[config.mk]
export PLATFORM = sky130hd
export DESIGN_NAME = clock_divider_bank
export DESIGN_NICKNAME = d
export VERILOG_FILES = /design/src/rtl/clock_divider_bank.sv
export SDC_FILE = /design/constraint.sdc
export NUM_CORES = 1
export LEC_CHECK = 0
export ABC_AREA = 0
export CAP_MARGIN = 25
export CELL_PAD_IN_SITES_DETAIL_PLACEMENT = 0
export CELL_PAD_IN_SITES_GLOBAL_PLACEMENT = 2
export CORE_ASPECT_RATIO = 1.4
export CORE_MARGIN = 2
export CORE_UTILIZATION = 36
export DETAILED_ROUTE_END_ITERATION = 7
export GPL_ROUTABILITY_DRIVEN = 0
export GPL_TIMING_DRIVEN = 0
export PLACE_DENSITY = 0.85
export SYNTH_ARGS = -nofsm -noshare
export SYNTH_HDL_FRONTEND = slang
export SYNTH_SLANG_ARGS = --single-unit
[constraint.sdc]
create_clock -name clk_i -period 5.1 [get_ports clk_i]
set_input_delay 0.765 -clock clk_i [delete_from_list [all_inputs] [get_ports clk_i]]
set_output_delay 0.765 -clock clk_i [all_outputs]
set_load 0.05 [all_outputs]
[src/rtl/clock_divider_bank.sv]
// Bank of independent programmable clock dividers with per-channel enable and divisor write port.
// Define CLKDIV_SHADOW_EN to defer divisor writes to running channels until the period boundary.
module clock_divider_bank #(
    parameter int unsigned CHANNELS    = 4,
    parameter int unsigned CNT_WIDTH   = 19,
    parameter int unsigned DEFAULT_DIV = 500,
    localparam int unsigned CH_W       = (CHANNELS > 1) ? $clog2(CHANNELS) : 1
) (
    input  logic                 clk_i,
    input  logic                 rst_ni,
    input  logic [CHANNELS-1:0]  enable_i,
    input  logic                 wr_valid_i,
    output logic                 wr_ready_o,
    input  logic [CH_W-1:0]      wr_chan_i,
    input  logic [CNT_WIDTH-1:0] wr_div_i,
    output logic [CHANNELS-1:0]  div_clk_o,
    output logic [CHANNELS-1:0]  div_tick_o,
    output logic [CHANNELS-1:0]  pending_o
);

    localparam logic [CNT_WIDTH-1:0] DefDiv = CNT_WIDTH'(DEFAULT_DIV);
    localparam logic [CNT_WIDTH-1:0] MinDiv = CNT_WIDTH'(2);
    localparam logic [CNT_WIDTH-1:0] One    = CNT_WIDTH'(1);

    logic [CNT_WIDTH-1:0] cnt_q [CHANNELS];
    logic [CNT_WIDTH-1:0] cnt_d [CHANNELS];
    logic [CNT_WIDTH-1:0] act_q [CHANNELS];
    logic [CNT_WIDTH-1:0] act_d [CHANNELS];
    logic [CHANNELS-1:0]  run_q;
    logic [CHANNELS-1:0]  clk_q, clk_d;
    logic [CHANNELS-1:0]  tick_q, tick_d;
    logic [CHANNELS-1:0]  wrap;
    logic [CHANNELS-1:0]  restart;
    logic [CHANNELS-1:0]  wr_hit;
    logic [CNT_WIDTH-1:0] wr_div_clamped;

    assign wr_div_clamped = (wr_div_i < MinDiv) ? MinDiv : wr_div_i;

    // Out-of-range channel numbers match no channel, so such writes are silently dropped.
    always_comb begin
        wr_hit = '0;
        wrap   = '0;
        for (int i = 0; i < CHANNELS; i++) begin
            wr_hit[i] = wr_valid_i && wr_ready_o && (wr_chan_i == CH_W'(i));
            wrap[i]   = run_q[i] && (cnt_q[i] == act_q[i] - One);
        end
    end

`ifdef CLKDIV_SHADOW_EN
    logic [CNT_WIDTH-1:0] shd_q [CHANNELS];
    logic [CNT_WIDTH-1:0] shd_d [CHANNELS];
    logic [CHANNELS-1:0]  pend_q, pend_d;

    always_comb begin
        wr_ready_o = 1'b1;
        for (int i = 0; i < CHANNELS; i++) begin
            if (wr_chan_i == CH_W'(i)) begin
                wr_ready_o = !pend_q[i];
            end
        end
    end

    // A write is never accepted while pending, so the load and write branches never collide.
    always_comb begin
        pend_d  = pend_q;
        restart = '0;
        for (int i = 0; i < CHANNELS; i++) begin
            act_d[i] = act_q[i];
            shd_d[i] = shd_q[i];
            if (pend_q[i] && (wrap[i] || !enable_i[i])) begin
                act_d[i]  = shd_q[i];
                pend_d[i] = 1'b0;
            end
            if (wr_hit[i]) begin
                if (enable_i[i]) begin
                    shd_d[i]  = wr_div_clamped;
                    pend_d[i] = 1'b1;
                end else begin
                    act_d[i] = wr_div_clamped;
                end
            end
        end
    end

    always_ff @(posedge clk_i or negedge rst_ni) begin
        if (!rst_ni) begin
            pend_q <= '0;
            for (int i = 0; i < CHANNELS; i++) begin
                shd_q[i] <= DefDiv;
            end
        end else begin
            pend_q <= pend_d;
            for (int i = 0; i < CHANNELS; i++) begin
                shd_q[i] <= shd_d[i];
            end
        end
    end

    assign pending_o = pend_q;
`else
    assign wr_ready_o = 1'b1;
    assign pending_o  = '0;

    always_comb begin
        restart = wr_hit;
        for (int i = 0; i < CHANNELS; i++) begin
            act_d[i] = wr_hit[i] ? wr_div_clamped : act_q[i];
        end
    end
`endif

    // Outputs are registered from next-state values so they line up with cnt_q in each cycle.
    always_comb begin
        clk_d  = '0;
        tick_d = '0;
        for (int i = 0; i < CHANNELS; i++) begin
            if (!enable_i[i] || !run_q[i] || wrap[i] || restart[i]) begin
                cnt_d[i] = '0;
            end else begin
                cnt_d[i] = cnt_q[i] + One;
            end
            clk_d[i]  = enable_i[i] && (cnt_d[i] >= (act_d[i] >> 1));
            tick_d[i] = enable_i[i] && (cnt_d[i] == act_d[i] - One);
        end
    end

    always_ff @(posedge clk_i or negedge rst_ni) begin
        if (!rst_ni) begin
            run_q  <= '0;
            clk_q  <= '0;
            tick_q <= '0;
            for (int i = 0; i < CHANNELS; i++) begin
                cnt_q[i] <= '0;
                act_q[i] <= DefDiv;
            end
        end else begin
            run_q  <= enable_i;
            clk_q  <= clk_d;
            tick_q <= tick_d;
            for (int i = 0; i < CHANNELS; i++) begin
                cnt_q[i] <= cnt_d[i];
                act_q[i] <= act_d[i];
            end
        end
    end

    assign div_clk_o  = clk_q;
    assign div_tick_o = tick_q;

endmodule
Yosys cells after proc, flatten, opt, wreduce, memory -nomap -nowiden
Index checks and enable logic that the tools add are counted.
{ "totals": {"ff_bits": 164, "latch_bits": 0, "mem_bits_rw": 0, "romBits": 0, "inputBits": 28, "out_inout_bits": 13, "wordCells": 85, "mem_count": 0} }
{ "classes": {"n_addsub": 12, "multipliers": 0, "div": 0, "magnitude_cmp": 5, "eq_ne": 11, "n_shift": 0, "mux": 9, "bitwise_logic": 0, "reduce_logical": 37} }
{ "op_table": {"columns": ["cell", "count"], "rows": [
  ["$mux 19", 9],
  ["$eq 19x19->1", 8],
  ["$sub 19x1->19 const B", 8],
  ["$add 19x1->19 const B", 4],
  ["$ge 19x18->1", 4],
  ["$lt 19x2->1 const B", 1],
  ["$logic_and 1x1->1", 16],
  ["$logic_or 1x1->1", 12],
  ["$logic_not 1->1", 8],
  ["$eq 2x2->1 const B", 2],
  ["$eq 2x1->1 const B", 1],
  ["$logic_not 2->1", 1]
]} }

Longest topological paths before layout
{ "logic_depth": {"ltp_word": 8, "mapped_depth": 25, "depth_no_buf": 22} }

Worst setup path after synthesis
Ideal clock, no wire load.
{ "synth_timing": {"kind": "reg-to-reg", "startpoint": "reg act_q[38] (netlist name)", "endpoint": "reg clk_q[1] (netlist: div_clk_o[1])", "setup_time_ns": 0.124, "arrival_time_ns": 4.958, "path_slack_ns": 0.018, "stages_incl_launch_ff": 24, "path_cell_list": "dfrtp_1 inv_1 ha_1 or3b_2 nor4_1 mux2_2 nor4_1 o21ai_1 nor4_4 nand2b_1 buf_2 buf_1 nor2_1 ha_1 a21oi_1 nor2b_1 o21ai_0 o21ai_0 o21ai_0 a21oi_1 o31a_1 o31a_1 o21a_1 o31a_1"} }
{ "synth_lines": {"columns": ["element", "line", "source"], "rows": [
  ["from (decl)", "27", "logic [CNT_WIDTH-1:0] act_q [CHANNELS];"],
  ["from (signal, indexed assignment)", "134", "act_q[i] <= DefDiv;"],
  ["from (signal, indexed assignment)", "142", "act_q[i] <= act_d[i];"],
  ["to (signal assigned)", "138", "clk_q <= clk_d;"],
  ["to (decl)", "30", "logic [CHANNELS-1:0] clk_q, clk_d;"]
]} }

Worst setup path after layout
{ "layout_timing": {"startpoint": "in wr_chan_i[0]", "endpoint": "reg tick_q[3] (netlist: div_tick_o[3])"} }
{ "layout_via": {"elab_chain_cells": 6, "word_cells_on_any_way": 8, "classes_between": "add/sub (1); eq/ne (2); mux (2); reduce/logical (3)"} }
{ "layout_lines": {"columns": ["element", "line", "source"], "rows": [
  ["from (decl)", "14", "input logic [CH_W-1:0] wr_chan_i,"],
  ["$eq 2x2->1 *", "44", "wr_hit[i] = wr_valid_i && wr_ready_o && (wr_chan_i == CH_W'(i));"],
  ["$logic_and 1x1->1 *", "44", null],
  ["$mux 19 / $logic_or 1x1->1 (equally long branches)", "107, 117", null],
  ["$sub 19x1->19 / $mux 19 (equally long branches)", "123, 117", null],
  ["$eq 19x19->1 *", "123", "tick_d[i] = enable_i[i] && (cnt_d[i] == act_d[i] - One);"],
  ["$logic_and 1x1->1 *", "123", null],
  ["named net tick_d[3]", "31", "logic [CHANNELS-1:0] tick_q, tick_d;"],
  ["to (signal assigned)", "139", "tick_q <= tick_d;"],
  ["to (decl)", "31", null]
]} }
Mark *: on every way through the listed nets, which the timed path passes. The rest lies on a longest branch.

==> results.json <==
{
  "io_pins": 41,
  "period_share": 0.972,
  "vias": 13700,
  "vias_per_cell": 5.64,
  "syn-cell-area_um2": 14700,
  "ir_drop_uv": 234,
  "place_hpwl_um": 40800,
  "cts_buffers": 17,
  "chipWidth_um": 175,
  "layout.nets": 1989,
  "yosys-top-cells-area": "dfrtp_1 24%, xnor2_1 10%, ha_1 7.1%",
  "syn2layout_area_growth_pct": 17.1,
  "cts_hold_buf": 0,
  "die_h_um": 243,
  "yosysUniqueCellTypes": 83,
  "yosysSeqAreaShare": 0.281,
  "drt_iter0_drc": 836,
  "clock-sinks": 164,
  "synth_top_cell_area_share": 0.238,
  "dieArea_um2": 42500,
  "grt_max_degree": 100,
  "cts_tree": "built",
  "fmax_ghz": 0.202,
  "wirelength_um": 52200,
  "rows": 87,
  "synth-async-reset-ratio": 1.00,
  "synth.avg_cell_area_um2": 8.29,
  "tightest_slew_ps": 1010,
  "setup_viol": 0,
  "yosys.area_share.simple": 0.257,
  "cts-root-buf": "clkbuf_16",
  "utilization": 0.428,
  "grt_setup_unrepaired": "true",
  "finalMaxSlewViolations": 0,
  "synth_fa_ha_area_frac": 0.0715,
  "synth-xor-area-share": 0.147,
  "grt_use_total": 0.246,
  "critPathLaunchType": "primary input",
  "synth_mux_area_frac": 0.0544,
  "clk_pin_slew_ps": 70,
  "maxCapViolCount": 0,
  "drc_errors": 0,
  "drtAntennaViolNets": 0,
  "arrival_ps": 5330,
  "synth_compound_area_frac": 0.136,
  "fin_skew_ps": 12.1,
  "synth_flop_cell": "dfrtp_1",
  "io_buffers": 29,
  "cellLeakagePower_nw": 7.23,
  "hp-class": "primary input to async pin",
  "setup_slack_ps": 145,
  "setup.worst_path.class": "primary input to flop",
  "clockBufferDepth": 2,
  "crit_fanout": 10,
  "hold_violations": 0,
  "antenna-diode-count": 0,
  "ctsHtreeMaxLevel": 4,
  "clk_latency_ps": 470,
  "routedWlPerCell_um": 21.6,
  "coreArea_um2": 40300,
  "synth_top_cell_by_area": "dfrtp_1",
  "firstDrtPassIters": 7,
  "relSlewSlack": 0.325,
  "postSynthCellCount": 1773,
  "tns_ps": 0,
  "end_kind": "flop",
  "grt.overflow.total": 0,
  "drive_above_1_share": 0.138,
  "grt_pass1_wl_um": 80100,
  "post-route-min-period_ps": 4950,
  "synth_common_cells": "170 x xnor2_1, 168 x nor2_1, 140 x dfrtp_1, 134 x nand2_1, 114 x inv_1",
  "synth_top_family_by_area": "simple AND/OR/NAND/NOR gates",
  "p_per_area_nw_per_um2": 273,
  "yosys_register_bits": 164,
  "yosys_warnings": 0,
  "status": "finished clean",
  "pre_cts_ws_ps": -1770,
  "worstPathRequired_ps": 5470,
  "antenna_found_initial": 0,
  "grt_pass1_vias": 13700,
  "start_util": 0.365,
  "yosysMostFrequentCell": "xnor2_1",
  "synth-edff-count": 0
}
[path summary, 6_finish.rpt]
kind / start / to / slack (ps) / cells after the start
max reg2reg: act_q[64] / div_clk_o[0] / 210 / 21
min reg2reg: act_q[56] / act_q[56] / 590 / 2
max: wr_chan_i[0] / div_tick_o[3] / 150 / 16
min in group clk_i: act_q[56] / act_q[56] / 590 / 2
max in group asynchronous: rst_ni / act_q[26] / 3830 / 2
min: rst_ni / div_tick_o[0] / 350 / 1
[critical path, stage by stage]
cell,delay (ps)
clkdlybuf4s50_1,680
nand3_2,310
clkbuf_2,360
buf_2,320
nand2_1,110
o21a_1,210
ha_4,220
a21boi_4,290
buf_4,160
nor2b_1,150
xnor2_1,140
or2_2,340
nor4_1,330
o2111ai_1,160
or4_4,550
nor4_4,220
[routing by layer]
layer	routed length, um	up-vias	global-route usage
li1	-	6523	-
met1	20900	6639	0.289
met2	26500	381	0.438
met3	2220	128	0.0329
met4	2600	0	0.120
met5	0	-	0
[final cells by class]
class	instances	area, um2
fill	4028	23100
multi-input combinational	1426	10300
sequential	164	4140
timing repair buffer	89	769
tap	534	668
clock buffer	22	464
inverter	115	432
buffer	64	365
clock inverter	8	103
[where the power goes]
group          switching [mW]  total, mW  internal, mW
clock                   0.595       1.34         0.742
combinational            1.05       1.73         0.684
sequential              0.179       1.62          1.45
[registers in the layout (all words and copies together) (netlist names)]
signal,cells
act_q,76
div_clk_o,4
cnt_q,76
run_q,4
div_tick_o,4
[logic make-up after synthesis]
logic type	after synthesis
XOR/XNOR	247
AND/OR/NAND/NOR	716
other	2
buffers and inverters	186
AO/OA/AOI/OAI	295
flip-flops	164
multiplexers	79
adder cells (fa/ha/maj)	84
[placed cells by master, fill, tap and decap left out, types with 35 or more instances in the layout]
cell type,instances
nor3_1,62
mux2i_1,70
dfrtp_1,136
clkbuf_1,35
nand2_1,130
xor2_1,75
inv_1,112
a21oi_1,66
nand3_1,77
nor2_1,164
o21ai_0,46
buf_4,61
xnor2_1,167
ha_1,80
[stage by stage]
step | total power, mW | hold slack [ps] | cells | cell area (um2)
2_1_floorplan | 2.69 | 469 | 1776 | 14700
3_3_place_gp | 3.17 | 570 | 2339 | 15700
3_5_place_dp | 3.19 | 586 | 2342 | 15700
4_1_cts | 4.57 | 390 | 2385 | 16600
5_1_grt | 4.94 | 404 | 2422 | 17200
6_report | 4.69 | 352 | 2422 | 17200
[repair_timing]
action / CTS / global route
cloned: 0 / 0
endpoints found under the setup margin: 8 / 7
buffers inserted: 15 / 42
pin swaps: 12 / 39
gates resized for setup: 72 / 86
Note: power is estimated with default switching activity, not from simulation.
